<file path="config.mk">
export PLATFORM = sky130hd
export DESIGN_NAME = result_axi_writer
export DESIGN_NICKNAME = d
export VERILOG_FILES = /design/src/rtl/vchess_axi_pkg.sv /design/src/rtl/axil_single_write.sv /design/src/rtl/result_axi_writer.sv
export SDC_FILE = /design/constraint.sdc
export NUM_CORES = 1
export LEC_CHECK = 0
export ABC_AREA = 1
export CELL_PAD_IN_SITES_DETAIL_PLACEMENT = 1
export CELL_PAD_IN_SITES_GLOBAL_PLACEMENT = 1
export CORE_UTILIZATION = 40
export CTS_CLUSTER_DIAMETER = 150
export DETAILED_ROUTE_END_ITERATION = 10
export PLACE_DENSITY = 0.9
export SLEW_MARGIN = 25
export SYNTH_ARGS = -nofsm -noshare
export SYNTH_HDL_FRONTEND = slang
export SYNTH_HIERARCHICAL = 1
export SYNTH_SLANG_ARGS = --single-unit
</file>
<file path="constraint.sdc">
create_clock -name clk -period 5.3 [get_ports clk]
set_input_delay 1.325 -clock clk [delete_from_list [all_inputs] [get_ports clk]]
set_output_delay 1.325 -clock clk [all_outputs]
set_load 0.02 [all_outputs]
</file>
<file path="src/rtl/vchess_axi_pkg.sv">
// Shared constants, FSM states and status-word layout for the vchess AXI4-Lite result writer.
package vchess_axi_pkg;

    localparam logic [1:0] AXI_RESP_OKAY   = 2'b00;
    localparam logic [1:0] AXI_RESP_SLVERR = 2'b10;
    localparam logic [1:0] AXI_RESP_DECERR = 2'b11;

    localparam int REPORT_WORDS = 5;

    localparam logic [2:0] WORD_WHITE_LO = 3'd0;
    localparam logic [2:0] WORD_WHITE_HI = 3'd1;
    localparam logic [2:0] WORD_BLACK_LO = 3'd2;
    localparam logic [2:0] WORD_BLACK_HI = 3'd3;
    localparam logic [2:0] WORD_STATUS   = 3'd4;

    typedef enum logic [1:0] {
        ST_IDLE,
        ST_ADDR,
        ST_RESP,
        ST_DONE
    } wr_state_t;

    localparam int SF_WCHK = 0;
    localparam int SF_BCHK = 1;
    localparam int SF_ERR  = 2;
    localparam int SF_OVR  = 8;
    localparam int SF_SEQ  = 16;

    function automatic logic [31:0] status_word(
        input logic [15:0] seq,
        input logic [7:0]  ovr,
        input logic        err,
        input logic        bchk,
        input logic        wchk
    );
        logic [31:0] w;
        w             = '0;
        w[SF_SEQ +: 16] = seq;
        w[SF_OVR +: 8]  = ovr;
        w[SF_ERR]     = err;
        w[SF_BCHK]    = bchk;
        w[SF_WCHK]    = wchk;
        return w;
    endfunction

endpackage

</file>
<file path="src/rtl/axil_single_write.sv">
// One AXI4-Lite write: AW and W issued together, each dropped after its own handshake, then B wait.
module axil_single_write #(
    parameter int ADDR_WIDTH = 40
) (
    input  logic                  clk,
    input  logic                  reset_n,
    input  logic                  i_req,
    input  logic [ADDR_WIDTH-1:0] i_addr,
    input  logic [31:0]           i_data,
    output logic                  o_addr_done,
    output logic                  o_ack,
    output logic [1:0]            o_resp,
    output logic [ADDR_WIDTH-1:0] o_awaddr,
    output logic                  o_awvalid,
    input  logic                  i_awready,
    output logic [31:0]           o_wdata,
    output logic                  o_wvalid,
    input  logic                  i_wready,
    input  logic [1:0]            i_bresp,
    input  logic                  i_bvalid,
    output logic                  o_bready
);

    logic                  r_aw;
    logic                  r_w;
    logic                  r_b;
    logic [ADDR_WIDTH-1:0] r_addr;
    logic [31:0]           r_data;
    logic                  w_aw_hs;
    logic                  w_w_hs;

    assign w_aw_hs = r_aw & i_awready;
    assign w_w_hs  = r_w & i_wready;

    // Address phase ends on the cycle the last outstanding channel handshakes
    assign o_addr_done = (r_aw | r_w) & (~r_aw | i_awready) & (~r_w | i_wready);
    assign o_ack       = r_b & i_bvalid;
    assign o_resp      = i_bresp;

    assign o_awaddr  = r_addr;
    assign o_awvalid = r_aw;
    assign o_wdata   = r_data;
    assign o_wvalid  = r_w;
    assign o_bready  = r_b;

    always_ff @(posedge clk) begin
        if (!reset_n) begin
            r_aw   <= 1'b0;
            r_w    <= 1'b0;
            r_b    <= 1'b0;
            r_addr <= '0;
            r_data <= '0;
        end else begin
            if (w_aw_hs) r_aw <= 1'b0;
            if (w_w_hs) r_w <= 1'b0;
            if (o_addr_done) r_b <= 1'b1;
            if (o_ack) r_b <= 1'b0;
            if (i_req) begin
                r_aw   <= 1'b1;
                r_w    <= 1'b1;
                r_addr <= i_addr;
                r_data <= i_data;
            end
        end
    end

endmodule

</file>
<file path="src/rtl/result_axi_writer.sv">
// Pushes each attack/check evaluation to PS memory as five AXI4-Lite writes, status word last.
// Optional VCHESS_RESULT_IRQ_EN adds an irq pulse after the status write completes.
module result_axi_writer
    import vchess_axi_pkg::*;
#(
    parameter int                    ADDR_WIDTH = 40,
    parameter logic [ADDR_WIDTH-1:0] BASE_ADDR  = 40'h00_A001_0000,
    parameter int                    OVR_WIDTH  = 8
) (
    input  logic                  clk,
    input  logic                  reset_n,
    input  logic [63:0]           white_is_attacking,
    input  logic [63:0]           black_is_attacking,
    input  logic                  white_in_check,
    input  logic                  black_in_check,
    input  logic                  is_attacking_done,
`ifdef VCHESS_RESULT_IRQ_EN
    output logic                  irq,
`endif
    output logic                  busy,
    output logic                  wr_error,
    output logic [ADDR_WIDTH-1:0] res_axi_awaddr,
    output logic [2:0]            res_axi_awprot,
    output logic                  res_axi_awvalid,
    input  logic                  res_axi_awready,
    output logic [31:0]           res_axi_wdata,
    output logic [3:0]            res_axi_wstrb,
    output logic                  res_axi_wvalid,
    input  logic                  res_axi_wready,
    input  logic [1:0]            res_axi_bresp,
    input  logic                  res_axi_bvalid,
    output logic                  res_axi_bready
);

    wr_state_t             r_state;
    wr_state_t             w_state_nxt;
    logic [2:0]            r_k;
    logic [2:0]            w_next_k;
    logic [63:0]           r_snap_wa;
    logic [63:0]           r_snap_ba;
    logic                  r_snap_wchk;
    logic                  r_snap_bchk;
    logic [63:0]           r_shad_wa;
    logic [63:0]           r_shad_ba;
    logic                  r_shad_wchk;
    logic                  r_shad_bchk;
    logic                  r_pending;
    logic [OVR_WIDTH-1:0]  r_overrun;
    logic [15:0]           r_seq;
    logic                  r_wr_error;
    logic [63:0]           w_src_wa;
    logic [63:0]           w_src_ba;
    logic                  w_req;
    logic                  w_launch_in;
    logic                  w_launch_sh;
    logic                  w_addr_done;
    logic                  w_ack;
    logic                  w_last_ack;
    logic                  w_err_nxt;
    logic [1:0]            w_resp;
    logic [ADDR_WIDTH-1:0] w_req_addr;
    logic [31:0]           w_req_data;

    assign w_launch_sh = ((r_state == ST_IDLE) || (r_state == ST_DONE)) && r_pending;
    assign w_launch_in = (r_state == ST_IDLE) && !r_pending && is_attacking_done;
    assign w_last_ack  = w_ack && (r_k == WORD_STATUS);
    assign w_err_nxt   = r_wr_error | (w_ack && (w_resp != AXI_RESP_OKAY));

    // Word 0 of a new report is issued on the launch edge, before the snapshot registers
    assign w_src_wa = w_launch_sh ? r_shad_wa :
                      w_launch_in ? white_is_attacking : r_snap_wa;
    assign w_src_ba = w_launch_sh ? r_shad_ba :
                      w_launch_in ? black_is_attacking : r_snap_ba;

    always_comb begin
        w_state_nxt = r_state;
        w_req       = 1'b0;
        w_next_k    = r_k;
        unique case (r_state)
            ST_IDLE, ST_DONE: begin
                if (w_launch_sh || w_launch_in) begin
                    w_state_nxt = ST_ADDR;
                    w_req       = 1'b1;
                    w_next_k    = WORD_WHITE_LO;
                end else begin
                    w_state_nxt = ST_IDLE;
                end
            end
            ST_ADDR: begin
                if (w_addr_done) w_state_nxt = ST_RESP;
            end
            ST_RESP: begin
                if (w_ack) begin
                    if (r_k == WORD_STATUS) begin
                        w_state_nxt = ST_DONE;
                    end else begin
                        w_state_nxt = ST_ADDR;
                        w_req       = 1'b1;
                        w_next_k    = r_k + 3'd1;
                    end
                end
            end
            default: w_state_nxt = ST_IDLE;
        endcase
    end

    always_comb begin
        w_req_data = '0;
        case (w_next_k)
            WORD_WHITE_LO: w_req_data = w_src_wa[31:0];
            WORD_WHITE_HI: w_req_data = w_src_wa[63:32];
            WORD_BLACK_LO: w_req_data = w_src_ba[31:0];
            WORD_BLACK_HI: w_req_data = w_src_ba[63:32];
            WORD_STATUS:   w_req_data = status_word(r_seq + 16'd1, 8'(r_overrun),
                                                    w_err_nxt, r_snap_bchk, r_snap_wchk);
            default:       w_req_data = '0;
        endcase
    end

    assign w_req_addr = BASE_ADDR + ADDR_WIDTH'({w_next_k, 2'b00});

    always_ff @(posedge clk) begin
        if (!reset_n) begin
            r_state     <= ST_IDLE;
            r_k         <= '0;
            r_snap_wa   <= '0;
            r_snap_ba   <= '0;
            r_snap_wchk <= 1'b0;
            r_snap_bchk <= 1'b0;
            r_shad_wa   <= '0;
            r_shad_ba   <= '0;
            r_shad_wchk <= 1'b0;
            r_shad_bchk <= 1'b0;
            r_pending   <= 1'b0;
            r_overrun   <= '0;
            r_seq       <= '0;
            r_wr_error  <= 1'b0;
        end else begin
            r_state    <= w_state_nxt;
            r_k        <= w_next_k;
            r_wr_error <= w_err_nxt;
            if (w_last_ack) r_seq <= r_seq + 16'd1;
            if (w_launch_in) begin
                r_snap_wa   <= white_is_attacking;
                r_snap_ba   <= black_is_attacking;
                r_snap_wchk <= white_in_check;
                r_snap_bchk <= black_in_check;
            end
            if (w_launch_sh) begin
                r_snap_wa   <= r_shad_wa;
                r_snap_ba   <= r_shad_ba;
                r_snap_wchk <= r_shad_wchk;
                r_snap_bchk <= r_shad_bchk;
                r_pending   <= 1'b0;
            end
            // One result is held back; any further arrival is counted and lost
            if (is_attacking_done && !w_launch_in) begin
                if (!r_pending) begin
                    r_pending   <= 1'b1;
                    r_shad_wa   <= white_is_attacking;
                    r_shad_ba   <= black_is_attacking;
                    r_shad_wchk <= white_in_check;
                    r_shad_bchk <= black_in_check;
                end else if (r_overrun != {OVR_WIDTH{1'b1}}) begin
                    r_overrun <= r_overrun + OVR_WIDTH'(1);
                end
            end
        end
    end

`ifdef VCHESS_RESULT_IRQ_EN
    logic r_irq;

    always_ff @(posedge clk) begin
        if (!reset_n) r_irq <= 1'b0;
        else          r_irq <= w_last_ack;
    end

    assign irq = r_irq;
`endif

    assign busy           = (r_state != ST_IDLE);
    assign wr_error       = r_wr_error;
    assign res_axi_awprot = 3'b000;
    assign res_axi_wstrb  = 4'hF;

    axil_single_write #(
        .ADDR_WIDTH(ADDR_WIDTH)
    ) u_wr (
        .clk        (clk),
        .reset_n    (reset_n),
        .i_req      (w_req),
        .i_addr     (w_req_addr),
        .i_data     (w_req_data),
        .o_addr_done(w_addr_done),
        .o_ack      (w_ack),
        .o_resp     (w_resp),
        .o_awaddr   (res_axi_awaddr),
        .o_awvalid  (res_axi_awvalid),
        .i_awready  (res_axi_awready),
        .o_wdata    (res_axi_wdata),
        .o_wvalid   (res_axi_wvalid),
        .i_wready   (res_axi_wready),
        .i_bresp    (res_axi_bresp),
        .i_bvalid   (res_axi_bvalid),
        .o_bready   (res_axi_bready)
    );

endmodule

</file>
======== Word level (Yosys, flattened, before mapping) ========
Cells that the tools add are included.
storage, ports and cells
  input port bits ......................... 138
  word-level logic and storage cells ...... 98
  flip-flop bits (word level) ............. 366
operators by class
  multiplexer cells ....................... 29
  equality and inequality tests ........... 11
  bitwise gates (word level) .............. 13
  add/sub/neg operators ................... 4
  reductions and logical operators ........ 22
operators with widths
  cell                     number
  $mux W64                 4
  $pmux W32 S5             1
  $add A32 B5 Y33 const A  1
  $add A16 B1 Y16 const B  1
  $mux W1                  15
  $reduce_bool A2 Y1       5
  $mux W3                  3
  $add A8 B1 Y8 const B    1
  $ne A8 B8 Y1 const B     1
  $eq A3 B2 Y1 const B     2
  $eq A3 B3 Y1 const B     2
  $logic_and A1 B1 Y1      6
  $mux W2                  3
  $pmux W2 S3              1
  $pmux W3 S2              1
  $and A1 B1 Y1            5
  $eq A2 B2 Y1 const B     2
  $not A1 Y1               4
  $or A1 B1 Y1             4
  $reduce_and A2 Y1        2
  $reduce_or A2 Y1         2
  $add A3 B1 Y3 const B    1
  $eq A3 B1 Y1 const B     1
  $logic_not A3 Y1         1
  8 further kinds          10

======== Logic depth before layout (Yosys ltp) ========
  depth after elaboration ................. 8
  depth in mapped cells ................... 18

======== Modules after synthesis ========
The synthesis kept the hierarchy.
modules (own cells, without submodules)
  module             instances  sequential area each (µm²)  cells an instance  area an instance (µm²)
  result_axi_writer  1          5,825.6                     2,200              14,452.6
  axil_single_write  1          1,501.4                     335                2,773.9

======== Worst setup path before layout ========
Ideal clock, no wire load.
  kind .................................... input to register
  from .................................... input port is_attacking_done
  to ...................................... register u_wr.r_addr[3], in the netlist u_wr/o_awaddr[3]
  path slack .............................. 2.347 ns
  stages on the path ...................... 13
  data required time ...................... 5.184 ns
  buffers on the path ..................... 6
  arrival ................................. 2.837 ns
  setup time .............................. 0.116 ns
  cell sequence ........................... buf_4 > nand3_4 > buf_2 > buf_2 > nand2_1 > inv_1 > o31ai_1 > buf_6 > inv_4 > buf_12 > buf_6 > nor2_1 > nor2_1
between the ends
  elaborated cells on any way between the ends .. 7
  those cells by class .................... add/sub (1); mux (4); reduce/logical (2)
RTL lines
  item                  RTL line                 text
  from (decl)           result_axi_writer.sv:16  input logic is_attacking_done,
  $logic_and A1 B1 Y1   result_axi_writer.sv:65  assign w_launch_in = (r_state == ST_IDLE) && !r_pending && is_attacking_done;
  $logic_or A1 B1 Y1    result_axi_writer.sv:81  if (w_launch_sh || w_launch_in) begin
  $mux W1               result_axi_writer.sv:81
  $pmux W1 S2           result_axi_writer.sv:79  unique case (r_state)
  net w_req             result_axi_writer.sv:53  logic w_req;
  to (signal assigned)  axil_single_write.sv:61  r_addr <= i_addr;
  to (decl)             axil_single_write.sv:27  logic [ADDR_WIDTH-1:0] r_addr;
The timed path passes the listed nets, and every way through them passes these cells.
A chain may end at the register's enable or synchronous reset.

======== Final worst setup path ========
  from .................................... register r_state[0]
  to ...................................... register u_wr.r_data[9], in the netlist u_wr/o_wdata[9]
between the ends
  longest elaborated chain between the ends .. 8
  elaborated cells on any way between the ends .. 23
  those cells by class .................... eq/ne (6); mux (9); reduce/logical (8)
RTL lines
  item                                                              RTL line                                                                   text
  from (decl)                                                       result_axi_writer.sv:35                                                    wr_state_t r_state;
  from (signal assigned)                                            result_axi_writer.sv:139                                                   r_state <= w_state_nxt;
  $eq A2 B2 Y1 / $logic_not A2 Y1 (equally long branches)           result_axi_writer.sv:64, result_axi_writer.sv:79, result_axi_writer.sv:65
  $logic_or A1 B1 Y1 / $logic_and A1 B1 Y1 (equally long branches)  result_axi_writer.sv:64, result_axi_writer.sv:65
  $logic_and A1 B1 Y1, on equally long branches                     result_axi_writer.sv:64, result_axi_writer.sv:65
  $logic_or A1 B1 Y1                                                result_axi_writer.sv:81
  $mux W3                                                           result_axi_writer.sv:81
  $pmux W3 S2                                                       result_axi_writer.sv:79
  $eq A3 B3 Y1, or another cell as far along                        result_axi_writer.sv:109                                                   case (w_next_k)
  $pmux W32 S5 (*)                                                  result_axi_writer.sv:109
  net w_req_data[9]                                                 result_axi_writer.sv:62                                                    logic [31:0] w_req_data;
  to (signal assigned)                                              axil_single_write.sv:62                                                    r_data <= i_data;
  to (decl)                                                         axil_single_write.sv:28                                                    logic [31:0] r_data;
Mark *: on every way through the listed nets, which the timed path passes. The rest lies on a longest branch.

==> flow_metrics.env <==
export IMPL_status="finished clean"
export IMPL_place_area_sq_um=19500
export IMPL_wl_per_cell_um=19.5
export IMPL_clockBufferDepth=3
export IMPL_drc_errors=0
export IMPL_tns_ns=0
export IMPL_pre_cts_slack_ns=1.07
export IMPL_ant_nets=0
export IMPL_h_tree_depth=2
export IMPL_synth_area_leaders="dfxtp_1 (43%), o21ai_0 (12%), inv_1 (9.1%)"
export IMPL_rows=75
export IMPL_p_leak_nw=9.02
export IMPL_cp_cell_sequence="inv_1 -> ha_1 -> inv_2 -> nand2_4 -> buf_4 -> o21ai_0 -> nand3_1 -> nand2_1 -> nor2_1 -> nand2_1 -> nor2_1 -> nor2_1"
export IMPL_grt_max_degree=179
export IMPL_hold_viol_final=0
export IMPL_die_height_um=210
export IMPL_wl_mm=63.2
export IMPL_via_count=17300
export IMPL_start_util_pct=40.8
export IMPL_grt_overflow=0
export IMPL_ys_seq_area_share_pct=42.5
export IMPL_die_w_um=210
export IMPL_grt_pass1_wl_mm=99.4
export IMPL_worst_pin_slew_ns=1.04
export IMPL_yosys_register_bits=366
export IMPL_core_area_sq_um=42200
export IMPL_cp_arrival_ns=4.18
export IMPL_fin_worst_skew_ns=0.0124
export IMPL_crit_start="r_state[0]"
export IMPL_mostFrequentLayoutCell="inv_1"
export IMPL_cts_resized=0
export IMPL_rrSetupSlack_ns=1.57
export IMPL_nNetsFinal=2824
export IMPL_port_buffers=214
export IMPL_dp_cells=3173
export IMPL_antenna_cells=0
export IMPL_post_cts_buffers=0
export IMPL_yosysUniqueCellTypes=38
export IMPL_ir_worst_vdd_v=0.000428
export IMPL_regArea_sq_um=7330
export IMPL_syn_avg_cell_area_sq_um=6.80
export IMPL_critPathRequiredTime_ns=5.75
export IMPL_drtPass1Iterations=5
export IMPL_cap_violations=0
export IMPL_rr_startpoint="r_state[0]"
export IMPL_synth_top_area_share_pct=42.5
export IMPL_syn2layout_area_growth_pct=21.0
export IMPL_num_io_pins=222
export IMPL_total_power_mw=12.3
export IMPL_rsz0062_at_grt="false"
export IMPL_cts_root_buffer="clkbuf_16"
export IMPL_drive_above_1_share_pct=5.99
export IMPL_worstSetupEndpoint="u_wr/o_wdata[9]"
export IMPL_min_from="r_shad_ba[61]"
export IMPL_fmax_ghz=0.268
export IMPL_crit_type="reg -> reg"
export IMPL_relSlewSlack_pct=30.9
export IMPL_cpPeakStageDelay_ns=0.69
export IMPL_dp_hpwl_mm=43.2
export IMPL_start_kind="register"
export IMPL_netlist_area_sq_um=17200
export IMPL_holdBufCountCts=0
export IMPL_grt_use_total_pct=28.8
export IMPL_cp_common_cell="nor2_1"
export IMPL_yosys_area_top_type="dfxtp_1"
export IMPL_critPathMaxFanout=97
export IMPL_final_fill_count=5422
export IMPL_gp_congestion=0.890
export IMPL_setup_viol=0
export IMPL_synthesis_instances=2535
export IMPL_cp_end_kind="register"
export IMPL_stdcell_area_sq_um=20800
export IMPL_r2r_cells=12
export IMPL_antenna_found_initial=0
export IMPL_hold_path_class="reg -> reg"
export IMPL_min_period_over_period_pct=70.4
export IMPL_power_density_nw_per_um2=590
export IMPL_multi_input_comb_area_sq_um=7540
export IMPL_cts_tree="yes"
export IMPL_period_minus_slack_ns=3.73
export IMPL_r2r_end="u_wr/o_wdata[9]"
export IMPL_final_cells=3244
export IMPL_cts_sinks=366
export IMPL_clock_latency_ns=0.57
export IMPL_grt_pass1_vias=18100
export IMPL_final_util_pct=49.3
export IMPL_clk_pin_slew_ns=0.06
export IMPL_cts_buffers=42
export IMPL_viasPerCell=5.34
export IMPL_whs_ns=0.449
export IMPL_design_die_area_sq_um=43900
export IMPL_drtIter0Drc=1146
export IMPL_most_common_layout_cells="inv_1 (417), o21ai_0 (401), dfxtp_1 (366), nand2_1 (352), nor2_1 (307)"
export IMPL_final_max_slew_viol_count=0
export IMPL_yosys_warnings=6
export IMPL_cp_slowest_cell="nand2_4"
export IMPL_fin_ws_ns=1.57
-- report_power, final --
part,switching (mW),internal [mW]
clock,1.15,1.68
sequential,0.418,3.68
combinational,3.62,1.75
total,5.19,7.11
-- critical path: cells and delay by family, from the launching register on --
family,cells,cell delay (ns)
flops,1,0.39
simple gates,7,1.63
fa+ha+maj,1,0.41
compound gates,1,0.32
buf+inv,3,0.75
-- flip-flops by register name, summed over array words and instances, names as in the netlist --
signal / flops
r_shad_wa: 64
r_pending: 1
r_shad_wchk: 1
u_wr/o_wvalid: 1
u_wr/o_awaddr: 40
wr_error: 1
u_wr/o_awvalid: 1
r_k: 3
r_seq: 16
r_overrun: 8
r_snap_ba: 64
r_snap_wchk: 1
r_snap_bchk: 1
r_snap_wa: 64
u_wr/o_bready: 1
r_shad_bchk: 1
r_state: 2
u_wr/o_wdata: 32
r_shad_ba: 64
-- final cells by class --
class	count	share of cell area, %
clock inverter	4	0.216
inverter	428	7.75
multi-input combinational	1599	36.2
sequential	366	35.2
clock buffer	67	6.09
tap	539	3.24
timing repair buffer	241	11.4
-- Yosys cell counts (all sizes together) --
cell type  instances
o211ai            33
ha                 8
o21ai            419
nor2             337
inv              427
nand4             53
nand3            145
conb               2
clkbuf            91
nand2            357
xor2               6
o31ai              1
or2               25
clkinv             1
o22ai              1
a21oi            153
a21boi             1
nand3b             4
buf               93
a211oi             2
a31oi              7
nor3               1
dfxtp            366
o21bai             2
-- logic make-up (layout without fill, tap and decap cells) --
family	after synthesis	after routing	synth area share, %
simple gates	922	922	23.1
other cells	2	44	0.0436
xor+xnor	6	6	0.305
flops	366	366	42.5
fa+ha+maj	8	8	0.581
buf+inv	612	740	14.8
compound gates	619	619	18.7
-- routing by layer --
layer  wire, um  part of all wire (%)  track usage [%]
met1      26600                    42             36.1
met2      30500                    48             49.0
met3       3400                   5.4             3.47
met4       2810                   4.4             13.8
met5          0                     0                0
-- how the worst min path moves through the flow --
stage	to	slack, ns	depth (start not counted)
floorplan	r_shad_wa[24]	0.42	2
global placement	r_shad_wa[7]	0.43	2
detailed placement	r_shad_wa[57]	0.44	2
CTS	r_shad_ba[55]	0.45	2
global route	r_shad_ba[61]	0.46	2
finish	r_shad_ba[61]	0.45	2
No activity file was read; power rests on OpenSTA's default activity.
